## config.mk

```make
export PLATFORM = sky130hd
export DESIGN_NAME = nrisc_mc_controller_flat
export DESIGN_NICKNAME = d
export VERILOG_FILES = /design/src/rtl/nrisc_pkg.sv /design/src/rtl/nrisc_mc_controller_if.sv /design/src/rtl/nrisc_alu_decode.sv /design/src/rtl/nrisc_mc_controller.sv /design/src/flat_wrapper.sv
export SDC_FILE = /design/constraint.sdc
export NUM_CORES = 1
export LEC_CHECK = 0
export BUFFER_PORTS_ARGS = -buffer_cell sky130_fd_sc_hd__buf_2
export CORE_ASPECT_RATIO = 0.8
export CORE_UTILIZATION = 56
export CTS_CLUSTER_SIZE = 20
export DETAILED_ROUTE_END_ITERATION = 16
export GPL_TIMING_DRIVEN = 1
export PLACE_DENSITY = 0.83
export SLEW_MARGIN = 20
export SYNTH_ARGS = -nofsm -noshare
export SYNTH_HDL_FRONTEND = slang
export SYNTH_HIERARCHICAL = 1
export SYNTH_SLANG_ARGS = --single-unit
export TNS_END_PERCENT = 1
```

## constraint.sdc

```tcl
create_clock -name clock -period 3.25 [get_ports clock]
set_clock_uncertainty 0.1 [all_clocks]
set_input_delay 0.65 -clock clock [delete_from_list [all_inputs] [get_ports clock]]
set_output_delay 0.65 -clock clock [all_outputs]
set_load 0.03 [all_outputs]
```

## src/rtl/nrisc_pkg.sv

```systemverilog
// Shared definitions for the nRISC multi-cycle controller: opcodes, ALU
// control encodings, FSM state type and the bundle of registered control outputs.
package nrisc_pkg;

    localparam int ALU_W = 3;

    localparam logic [2:0] OP_R    = 3'b000;
    localparam logic [2:0] OP_ADDI = 3'b001;
    localparam logic [2:0] OP_LW   = 3'b010;
    localparam logic [2:0] OP_SW   = 3'b011;
    localparam logic [2:0] OP_LFH  = 3'b100;
    localparam logic [2:0] OP_BEQ  = 3'b101;
    localparam logic [2:0] OP_J    = 3'b110;
    localparam logic [2:0] OP_HALT = 3'b111;

    localparam logic [ALU_W-1:0] ALU_ADD = 3'b000;
    localparam logic [ALU_W-1:0] ALU_SUB = 3'b001;
    localparam logic [ALU_W-1:0] ALU_AND = 3'b010;
    localparam logic [ALU_W-1:0] ALU_OR  = 3'b011;
    localparam logic [ALU_W-1:0] ALU_SLT = 3'b100;

    typedef enum logic [2:0] {
        S_IDLE,
        S_FETCH,
        S_DECODE,
        S_EXEC,
        S_MEM,
        S_WB,
        S_HALT
    } state_t;

    typedef struct packed {
        logic             ir_wr;
        logic             pc_inc;
        logic             pc_load;
        logic             pc_sel;
        logic             reg_wr;
        logic             alu_src;
        logic             reg_src;
        logic             lfh_sel;
        logic             mem_rd;
        logic             mem_wr;
        logic [ALU_W-1:0] alu_ctl;
        logic             busy;
        logic             halted;
    } ctl_t;

endpackage

```

## src/rtl/nrisc_mc_controller_if.sv

```systemverilog
// Controller <-> datapath/memory signal bundle. The master modport is the
// controller; the slave modport is the datapath/memory side that feeds it.
interface nrisc_mc_controller_if
    import nrisc_pkg::*;
#(
    parameter int DATA_W = 8
);
    logic              run;
    logic [DATA_W-1:0] instr;
    logic              zero;
    logic              mem_ready;

    logic              ir_wr;
    logic              pc_inc;
    logic              pc_load;
    logic              pc_sel;
    logic              reg_wr;
    logic              alu_src;
    logic              reg_src;
    logic              lfh_sel;
    logic              mem_rd;
    logic              mem_wr;
    logic [ALU_W-1:0]  alu_ctl;
    logic              busy;
    logic              halted;
    logic              err;
    logic [7:0]        instr_count;

    modport master (
        input  run, instr, zero, mem_ready,
        output ir_wr, pc_inc, pc_load, pc_sel, reg_wr, alu_src, reg_src,
               lfh_sel, mem_rd, mem_wr, alu_ctl, busy, halted, err, instr_count
    );

    modport slave (
        output run, instr, zero, mem_ready,
        input  ir_wr, pc_inc, pc_load, pc_sel, reg_wr, alu_src, reg_src,
               lfh_sel, mem_rd, mem_wr, alu_ctl, busy, halted, err, instr_count
    );
endinterface

```

## src/rtl/nrisc_alu_decode.sv

```systemverilog
// Combinational ALU decode: opcode + dist bit -> ALU operation and operand-B select.
module nrisc_alu_decode
    import nrisc_pkg::*;
(
    input  logic [2:0]       op_i,
    input  logic             dist_i,
    output logic [ALU_W-1:0] alu_ctl_o,
    output logic             alu_src_o
);

    always_comb begin
        alu_ctl_o = ALU_ADD;
        alu_src_o = 1'b0;
        case (op_i)
            OP_R:                          alu_ctl_o = dist_i ? ALU_SUB : ALU_ADD;
            OP_ADDI, OP_LW, OP_SW, OP_LFH: alu_src_o = 1'b1;
            OP_BEQ:                        alu_ctl_o = ALU_SUB;
            default:                       ;
        endcase
    end

endmodule

```

## src/rtl/nrisc_mc_controller.sv

```systemverilog
// Multi-cycle nRISC control FSM with registered outputs and retired-instruction counter.
// Optional memory-access timeout is enabled by defining NRISC_MEM_TIMEOUT_EN.
module nrisc_mc_controller
    import nrisc_pkg::*;
#(
    parameter int DATA_W      = 8,
    parameter int TIMEOUT_CYC = 15
) (
    input  logic                  clock,
    input  logic                  reset,
    nrisc_mc_controller_if.master bus
);

    state_t            state_q, state_d;
    logic [DATA_W-1:0] ir_q, ir_d;
    logic [7:0]        count_q, count_d;
    ctl_t              ctl_q, ctl_d;
    logic              retire;
    logic              timeout;
    logic [2:0]        op;
    logic [ALU_W-1:0]  dec_alu;
    logic              dec_src;
    logic              unused_ir_bits;

    assign op             = ir_q[DATA_W-1 -: 3];
    assign unused_ir_bits = ^ir_q[DATA_W-4:1];

    nrisc_alu_decode u_alu_dec (
        .op_i      (op),
        .dist_i    (ir_q[0]),
        .alu_ctl_o (dec_alu),
        .alu_src_o (dec_src)
    );

`ifdef NRISC_MEM_TIMEOUT_EN
    localparam int WAIT_W = $clog2(TIMEOUT_CYC + 1);

    logic [WAIT_W-1:0] wait_q, wait_d;
    logic              err_q;

    assign wait_d  = (state_q == S_MEM && !bus.mem_ready) ? wait_q + WAIT_W'(1) : '0;
    assign timeout = (state_q == S_MEM) && !bus.mem_ready && (wait_q == WAIT_W'(TIMEOUT_CYC - 1));

    always_ff @(posedge clock or posedge reset) begin
        if (reset) begin
            wait_q <= '0;
            err_q  <= 1'b0;
        end else begin
            wait_q <= wait_d;
            err_q  <= err_q | timeout;
        end
    end

    assign bus.err = err_q;
`else
    // Without the timeout option MEM waits for mem_ready indefinitely.
    assign timeout = (TIMEOUT_CYC < 0);
    assign bus.err = 1'b0;
`endif

    always_comb begin
        state_d = state_q;
        ir_d    = ir_q;
        count_d = count_q;
        retire  = 1'b0;
        ctl_d   = '0;

        case (state_q)
            S_IDLE:   if (bus.run) state_d = S_FETCH;
            S_FETCH: begin
                ir_d    = bus.instr;
                state_d = S_DECODE;
            end
            S_DECODE: begin
                if (op == OP_HALT) begin
                    state_d = S_HALT;
                    retire  = 1'b1;
                end else begin
                    state_d = S_EXEC;
                end
            end
            S_EXEC: begin
                case (op)
                    OP_BEQ, OP_J: begin
                        state_d = S_FETCH;
                        retire  = 1'b1;
                    end
                    OP_LW, OP_SW, OP_LFH: state_d = S_MEM;
                    default:              state_d = S_WB;
                endcase
            end
            S_MEM: begin
                if (timeout) begin
                    state_d = S_HALT;
                end else if (bus.mem_ready) begin
                    state_d = (op == OP_SW) ? S_FETCH : S_WB;
                    retire  = (op == OP_SW);
                end
            end
            S_WB: begin
                state_d = S_FETCH;
                retire  = 1'b1;
            end
            S_HALT:   state_d = S_HALT;
            default:  state_d = S_IDLE;
        endcase

        if (retire) count_d = count_q + 8'd1;

        // Outputs are computed for the state being entered so that, once
        // registered, they line up with that state.
        case (state_d)
            S_FETCH: begin
                ctl_d.ir_wr  = 1'b1;
                ctl_d.pc_inc = 1'b1;
            end
            S_EXEC: begin
                ctl_d.alu_ctl = dec_alu;
                ctl_d.alu_src = dec_src;
                ctl_d.pc_load = (op == OP_BEQ) || (op == OP_J);
                ctl_d.pc_sel  = (op == OP_J);
            end
            S_MEM: begin
                ctl_d.alu_ctl = dec_alu;
                ctl_d.alu_src = dec_src;
                ctl_d.mem_rd  = (op != OP_SW);
                ctl_d.mem_wr  = (op == OP_SW);
                ctl_d.lfh_sel = (op == OP_LFH);
            end
            S_WB: begin
                ctl_d.alu_ctl = dec_alu;
                ctl_d.alu_src = dec_src;
                ctl_d.reg_wr  = 1'b1;
                ctl_d.reg_src = (op == OP_LW) || (op == OP_LFH);
            end
            default: ;
        endcase

        ctl_d.busy   = (state_d != S_IDLE) && (state_d != S_HALT);
        ctl_d.halted = (state_d == S_HALT);
    end

    always_ff @(posedge clock or posedge reset) begin
        if (reset) begin
            state_q <= S_IDLE;
            ir_q    <= '0;
            count_q <= '0;
            ctl_q   <= '0;
        end else begin
            state_q <= state_d;
            ir_q    <= ir_d;
            count_q <= count_d;
            ctl_q   <= ctl_d;
        end
    end

    assign bus.ir_wr       = ctl_q.ir_wr;
    assign bus.pc_inc      = ctl_q.pc_inc;
    // zero is only valid during EXEC, so the branch is qualified in that cycle.
    assign bus.pc_load     = ctl_q.pc_load & (ctl_q.pc_sel | bus.zero);
    assign bus.pc_sel      = ctl_q.pc_sel;
    assign bus.reg_wr      = ctl_q.reg_wr;
    assign bus.alu_src     = ctl_q.alu_src;
    assign bus.reg_src     = ctl_q.reg_src;
    assign bus.lfh_sel     = ctl_q.lfh_sel;
    assign bus.mem_rd      = ctl_q.mem_rd;
    assign bus.mem_wr      = ctl_q.mem_wr;
    assign bus.alu_ctl     = ctl_q.alu_ctl;
    assign bus.busy        = ctl_q.busy;
    assign bus.halted      = ctl_q.halted;
    assign bus.instr_count = count_q;

endmodule

```

## src/flat_wrapper.sv

```systemverilog
// flat-port wrapper written by rule: the top's interface ports become plain ports
module nrisc_mc_controller_flat import nrisc_pkg::*;
#(
    parameter int DATA_W      = 8,
    parameter int TIMEOUT_CYC = 15
)
  (clock, reset, bus_run, bus_instr, bus_zero, bus_mem_ready, bus_ir_wr, bus_pc_inc, bus_pc_load, bus_pc_sel, bus_reg_wr, bus_alu_src, bus_reg_src, bus_lfh_sel, bus_mem_rd, bus_mem_wr, bus_alu_ctl, bus_busy, bus_halted, bus_err, bus_instr_count);
  nrisc_mc_controller_if #(.DATA_W(DATA_W)) bus_i ();
  input  logic clock;
  input  logic reset;
  input wire logic [$bits(bus_i.run)-1:0] bus_run;
  input wire logic [$bits(bus_i.instr)-1:0] bus_instr;
  input wire logic [$bits(bus_i.zero)-1:0] bus_zero;
  input wire logic [$bits(bus_i.mem_ready)-1:0] bus_mem_ready;
  output wire logic [$bits(bus_i.ir_wr)-1:0] bus_ir_wr;
  output wire logic [$bits(bus_i.pc_inc)-1:0] bus_pc_inc;
  output wire logic [$bits(bus_i.pc_load)-1:0] bus_pc_load;
  output wire logic [$bits(bus_i.pc_sel)-1:0] bus_pc_sel;
  output wire logic [$bits(bus_i.reg_wr)-1:0] bus_reg_wr;
  output wire logic [$bits(bus_i.alu_src)-1:0] bus_alu_src;
  output wire logic [$bits(bus_i.reg_src)-1:0] bus_reg_src;
  output wire logic [$bits(bus_i.lfh_sel)-1:0] bus_lfh_sel;
  output wire logic [$bits(bus_i.mem_rd)-1:0] bus_mem_rd;
  output wire logic [$bits(bus_i.mem_wr)-1:0] bus_mem_wr;
  output wire logic [$bits(bus_i.alu_ctl)-1:0] bus_alu_ctl;
  output wire logic [$bits(bus_i.busy)-1:0] bus_busy;
  output wire logic [$bits(bus_i.halted)-1:0] bus_halted;
  output wire logic [$bits(bus_i.err)-1:0] bus_err;
  output wire logic [$bits(bus_i.instr_count)-1:0] bus_instr_count;
  assign bus_i.run = bus_run;
  assign bus_i.instr = bus_instr;
  assign bus_i.zero = bus_zero;
  assign bus_i.mem_ready = bus_mem_ready;
  assign bus_ir_wr = bus_i.ir_wr;
  assign bus_pc_inc = bus_i.pc_inc;
  assign bus_pc_load = bus_i.pc_load;
  assign bus_pc_sel = bus_i.pc_sel;
  assign bus_reg_wr = bus_i.reg_wr;
  assign bus_alu_src = bus_i.alu_src;
  assign bus_reg_src = bus_i.reg_src;
  assign bus_lfh_sel = bus_i.lfh_sel;
  assign bus_mem_rd = bus_i.mem_rd;
  assign bus_mem_wr = bus_i.mem_wr;
  assign bus_alu_ctl = bus_i.alu_ctl;
  assign bus_busy = bus_i.busy;
  assign bus_halted = bus_i.halted;
  assign bus_err = bus_i.err;
  assign bus_instr_count = bus_i.instr_count;
  nrisc_mc_controller #(.DATA_W(DATA_W), .TIMEOUT_CYC(TIMEOUT_CYC)) u_core (.clock(clock), .reset(reset), .bus(bus_i));
endmodule
```

==> results.toml, run 1 <==
[sta]
layout_setup_ws_ns = 1.249
fmaxAchievable_mhz = 499.7
setup_viol = 0
relSlewSlack_pct = 61.14
post-route-min-period_ns = 2.001
slew_violations = 0
hold_viol = 0
setup-tns-final_ns = 0
fin_crit_sh_pct = 61.57
rsz0062_at_grt = "false"
worst_pin_slew_ns = 0.5820
whs_ns = 0.2806

[floorplanning]
dieWidth_um = 59.68
io_pins = 37
die_h_um = 48.14
rows = 16
start_util_pct = 60.03
core_area_um2 = 2482
die-area_um2 = 2873

[grt]
grt_pass1_vias = 888
grt_pass1_wl_um = 4215
antenna_found_initial = 0
top_usage_layer = "met2"
grt_usage_pct = 21.06
grt_overflow_total = 0
grt_start_max_net_pins = 30
grt_use_met2_pct = 32.44
gr-usage-met1_pct = 28.40
grtUsageMet3_pct = 6.366

[critical_path]
crit_type = "register to register"
crit_path_end_kind = "register"
cp.arrival_ns = 2.13
reg2reg_slack_ns = 1.25
ff2ff_path_depth = 4
critical_path_required_ns = 3.38
crit_fanout = 18
r2r_end = "u_core/bus.alu_ctl[0]"
critPathLaunchType = "register"
r2r_start = "u_core/ir_q[7]"

[synthesis]
async_flop_share_pct = 100.0
synth-adder-area-share_pct = 0.8396
yosysSeqAreaShare_pct = 48.70
yosys_warnings = 6
yosysUniqueCellTypes = 47
synth_top_family_by_area = "simple AND/OR/NAND/NOR gates"
synth_edf_count = 0
syn_area_um2 = 1490
yosys.area_share.simple_pct = 16.96
synth-xor-area-share_pct = 6.465
syn_avg_cell_area_um2 = 10.88
synthMuxAreaShare_pct = 3.946
netlist_instances = 137
synth_flop_cell = "dfrtp_1"
ys_ff_latch = 29
synth_compound_area_share_pct = 15.53

[clock_tree]
postCtsHoldBufs = 0
clk_latency_ns = 0.31
cts_sinks = 29
cts_buffers = 5
cts_setup_buffers = 0
htreeDepth = 2
cts.clk_slew.worst_paths_ns = 0.09
cts_resized = 0
cts_tree = "built"
ctsRootBufferMaster = "clkbuf_4"
clock_path_buffers = 2

[finish]
final_cell_mix = "31 x buf_2, 29 x dfrtp_1, 11 x nor2_1"
final_area_um2 = 1689
nets = 178
diodes = 0
mostFrequentLayoutCell = "buf_2"
drive_above_1_share_pct = 32.12
fillCellCount = 210
area_delta_synth_final_pct = 13.35

[route]
route.vias.total = 1076
ant_nets = 0
drc_errors = 0
vias_per_cell = 5.353
firstDrtPassIters = 4
wl_per_cell_um = 12.96
totalWireLength_um = 2604
first_iter_violations = 23

[power_and_ir_drop]
peakVddDrop_mv = 0.5897
p_leak_uw = 0.0007923
power_uw = 1815
p_per_area_nw_per_um2 = 1075

[placed_design]
place_area_um2 = 1604
place_ws_ns = 1.292
place_hpwl_um = 1897
gp_congestion = 0.8826
numPortBuffers = 31

[flow_run]
drv_cap = 0

[status]
outcome = "finished clean"

[min_path]
worstHoldPathType = "input port to async pin"
-- where the power goes --
part           internal, uW  switching [uW]  leakage, uW
sequential              488             190     0.000372
clock                   184             114    0.0000455
combinational           334             506     0.000374
-- critical path, cell delays in order (launching register included) --
cell and delay [ns]:
dfrtp_1 0.69, and3b_2 0.28, a21oi_1 0.42, nand2b_1 0.18
a21boi_0 0.24
-- stage by stage --
step,utilization [%],instances
2_1_floorplan,-,138
3_3_place_gp,64.62,193
3_5_place_dp,64.62,193
4_1_cts,68.04,201
5_1_grt,68.04,201
6_report,68.04,201
-- registers in the layout (all words and copies together) (netlist names) --
register	cells
u_core/bus.alu_ctl	3
u_core/bus.alu_src	1
u_core/bus.busy	1
u_core/bus.halted	1
u_core/bus.instr_count	8
u_core/bus.ir_wr	1
u_core/bus.lfh_sel	1
u_core/bus.mem_rd	1
u_core/bus.mem_wr	1
u_core/bus.pc_sel	1
u_core/bus.reg_src	1
u_core/bus.reg_wr	1
u_core/ctl_q	1
u_core/ir_q	4
u_core/state_q	3
-- cell type report --
cell class	instances	area, um^2	share of cell area (%)
well taps	36	45.04	2.667
inverters	4	15.01	0.8889
flip-flops and latches	29	725.7	42.96
clock buffers	7	55.05	3.259
multi-input cells	93	663.1	39.26
repair buffers	31	155.1	9.185
clock inverters	1	30.03	1.778
-- layer usage --
layer	vias to the layer above	routed length (um)
li1	530	-
met5	-	0
met1	504	1200
met4	0	19
met3	2	149
met2	40	1236
-- cell usage after synthesis (all sizes together), types with 2 or more instances --
master	instances	area [um^2]
nand4b	4	41.29
conb	2	7.510
dfrtp	29	725.7
nor2	12	47.55
o21a	2	15.01
nand3b	2	18.77
nand2	7	26.28
a21o	2	16.27
a31oi	3	18.77
o22ai	2	18.77
nor3	4	20.02
xnor2	10	87.58
a21oi	3	22.52
a21boi	5	37.54
o21ai	6	30.03
buf	12	90.08
inv	4	15.01
nand2b	4	25.02
mux2	4	48.79
nor4	3	25.02
-- kinds of logic (layout without fill, tap and decap cells) --
logic type,Yosys count,count (layout)
simple gates,42,42
compound gates,31,31
flops,29,29
buf+inv,16,43
xor+xnor,11,11
mux,5,5
other cells,2,3
fa+ha+maj,1,1
-- worst max-delay path by stage --
stage	depth (start not counted)	slack [ns]	endpoint	startpoint
2_1_floorplan	1	1.57	bus_pc_load	bus_zero
3_3_place_gp	4	1.29	u_core/bus.instr_count[1]	u_core/ir_q[6]
3_5_place_dp	4	1.29	u_core/bus.instr_count[1]	u_core/ir_q[6]
4_1_cts	4	1.27	u_core/bus.instr_count[1]	u_core/ir_q[6]
5_1_grt	4	1.06	u_core/bus.lfh_sel	u_core/ir_q[6]
6_report	4	1.25	u_core/bus.alu_ctl[0]	u_core/ir_q[7]
(Power assumes the default switching activity.)
==> run 2, diff against run 1 <==
--- a/config.mk
+++ b/config.mk
@@ -7,11 +7,11 @@
 export LEC_CHECK = 0
 export BUFFER_PORTS_ARGS = -buffer_cell sky130_fd_sc_hd__buf_2
 export CORE_ASPECT_RATIO = 0.8
-export CORE_UTILIZATION = 56
+export CORE_UTILIZATION = 47
 export CTS_CLUSTER_SIZE = 20
 export DETAILED_ROUTE_END_ITERATION = 16
 export GPL_TIMING_DRIVEN = 1
-export PLACE_DENSITY = 0.83
+export PLACE_DENSITY = 0.75
 export SLEW_MARGIN = 20
 export SYNTH_ARGS = -nofsm -noshare
 export SYNTH_HDL_FRONTEND = slang
==> constraint.sdc (replaced) <==
create_clock -name clock -period 1.7 [get_ports clock]
set_clock_uncertainty 0.1 [all_clocks]
set_input_delay 0.34 -clock clock [delete_from_list [all_inputs] [get_ports clock]]
set_output_delay 0.34 -clock clock [all_outputs]
set_load 0.03 [all_outputs]
==> run 2 against run 1 <==
Net effect: the flow now finishes with violations (setup timing); power grew to 2.5 times the previous value; worst hold slack worse by 0.25 ns; routed wire length is 35% higher; sequential power is 76% higher; worst setup slack worse by 1.3 ns; critical path type unchanged.
==> results.toml, run 2 (same netlist as run 1, synthesis figures left out) <==
[status]
outcome = "finished, violations left"
violations = "setup timing"

[grt]
grt_pass1_wl_um = 5561
antenna_found_initial = 0
grt_overflow_total = 0
grt_start_max_net_pins = 30
grt_usage_pct = 22.55
grt_pass1_vias = 1208

[finish]
final_cell_mix = "31 x buf_2, 28 x buf_4, 25 x dfrtp_1"
drive_above_1_share_pct = 50.26
largest_register_ffs = 8
area_delta_synth_final_pct = 38.71
nets = 208
final_core_util_pct = 71.45
diodes = 0
mostFrequentLayoutCell = "buf_2"
fillCellCount = 220

[power_and_ir_drop]
p_leak_uw = 0.0009840
power_uw = 4576
seqPwrFrac_pct = 26.0
p_clk_share_pct = 18.4
combPwrFrac_pct = 55.5
p_int_uw = 2682
power.switching_uw = 1893
switching_share_pct = 41.38
peakVddDrop_mv = 1.115
p_per_area_nw_per_um2 = 2214

[placed_design]
place_hpwl_um = 2334
gp_congestion = 0.8789
numPortBuffers = 31

[clock_tree]
cts_sinks = 29
postCtsHoldBufs = 0
clk_latency_ns = 0.28
clock_path_buffers = 2
ctsRootBufferMaster = "clkbuf_8"
cts_tree = "built"
htreeDepth = 2
cts_buffers = 5
cts.clk_slew.worst_paths_ns = 0.06

[sta]
fin_crit_sh_pct = 100.6
hold_viol = 0
whs_ns = 0.02815
rsz0062_at_grt = "true"
setup_viol = 1
post-route-min-period_ns = 1.711
slew_violations = 0
layout_setup_ws_ns = -0.01097
fmaxAchievable_mhz = 584.5

[floorplanning]
start_util_pct = 51.51
rows = 17
dieWidth_um = 64.96
die-area_um2 = 3401
core_area_um2 = 2893
die_h_um = 52.37
io_pins = 37

[route]
totalWireLength_um = 3504
wl_per_cell_um = 15.04
route.vias.total = 1233
ant_nets = 0
vias_per_cell = 5.292
firstDrtPassIters = 5
first_iter_violations = 26
drc_errors = 0

[critical_path]
crit_fanout = 8
path_cells = "buf_4 -> xor2_2 -> a211oi_4 -> o21ai_2 -> nor3_2"
critical_path_required_ns = 1.78
r2r_start = "u_core/ir_q[6]"
ff2ff_path_depth = 5
worst_path_max_delay_cell = "dfrtp_2"
cp.arrival_ns = 1.79
reg2reg_slack_ns = -0.01
crit_path_end_kind = "register"
r2r_end = "u_core/bus.mem_wr"
crit_type = "register to register"
crit_family = "flip-flops"
critPathMaxStageDelay_ns = 0.47
crit_buf_inv = 1
critPathLaunchType = "register"

[flow_run]
drv_cap = 0

[min_path]
worstHoldPathType = "input port to async pin"
==> run 2: changes by cell type in the layout (fill, tap and decap cells not counted), moves of 2 or more <==
| cell | before | now |
|---|---|---|
| buf_4 | 0 | 28 |
| clkbuf_4 | 5 | 0 |
| clkbuf_8 | 1 | 5 |
| dfrtp_1 | 29 | 25 |
| dfrtp_2 | 0 | 4 |
| buf_6 | 0 | 2 |
==> run 2: how the worst max path moves through the flow <==
stage | startpoint | to | cells after the start
after CTS | u_core/ir_q[5] | u_core/bus.reg_src | 5
after global routing | u_core/ir_q[6] | u_core/bus.reg_src | 5
after global placement | u_core/ir_q[5] | u_core/bus.lfh_sel | 5
after floorplan | u_core/ir_q[5] | u_core/bus.instr_count[1] | 5
after detailed placement | u_core/ir_q[5] | u_core/bus.mem_wr | 5
final | u_core/ir_q[6] | u_core/bus.mem_wr | 5
==> run 2: power by group through the flow <==
stage | sequential (uW) | combinational, uW | clock [uW]
floorplan | 1390 | 1240 | 0
global placement | 1170 | 2040 | 0
detailed placement | 1200 | 2090 | 0
CTS | 1200 | 2160 | 861
global route | 1230 | 2730 | 890
finish | 1190 | 2540 | 844
==> run 2: cell type report <==
type	count	area [um^2]	share of cell area, %
Tap cell	38	47.55	2.300
Clock buffer	5	68.82	3.329
Sequential cell	29	730.7	35.35
Inverter	4	15.01	0.7264
Timing Repair Buffer	61	387.9	18.77
Multi-Input combinational cell	93	752.0	36.38
Clock inverter	3	65.06	3.148
==> run 2: metrics by stage <==
step / setup TNS (ns) / worst slack (ns) / instance area, um^2 / cells
after floorplan: 0 / 0.09161 / 1494 / 138
after global placement: 0 / 0.007432 / 1772 / 217
after detailed placement: -0.4555 / -0.1972 / 1772 / 217
after CTS: 0 / 0.01859 / 1933 / 225
after global routing: -0.1963 / -0.07496 / 2067 / 233
final: -0.01097 / -0.01097 / 2067 / 233
==> run 2: tightest hold or removal path, stage by stage <==
cell   delay (ns)
buf_2        0.09
inv_1        0.04
buf_4        0.34
==> run 2: metal layers <==
metal | global-route usage, % | wire (um) | part of all wire (%) | vias to the layer above
met4 | 10.00 | 19 | 0.54 | 0
met3 | 6.304 | 244 | 7.0 | 4
met1 | 25.63 | 1418 | 40 | 591
met2 | 39.76 | 1821 | 52 | 54
met5 | 0 | 0 | 0 | -
li1 | - | - | - | 584
==> run 2: what timing repair did <==
item | 4_1_cts | 5_1_grt
pin swaps | 1 | 6
setup buffers | 0 | 8
gates resized for setup | 9 | 16
setup endpoints to repair | 5 | 10
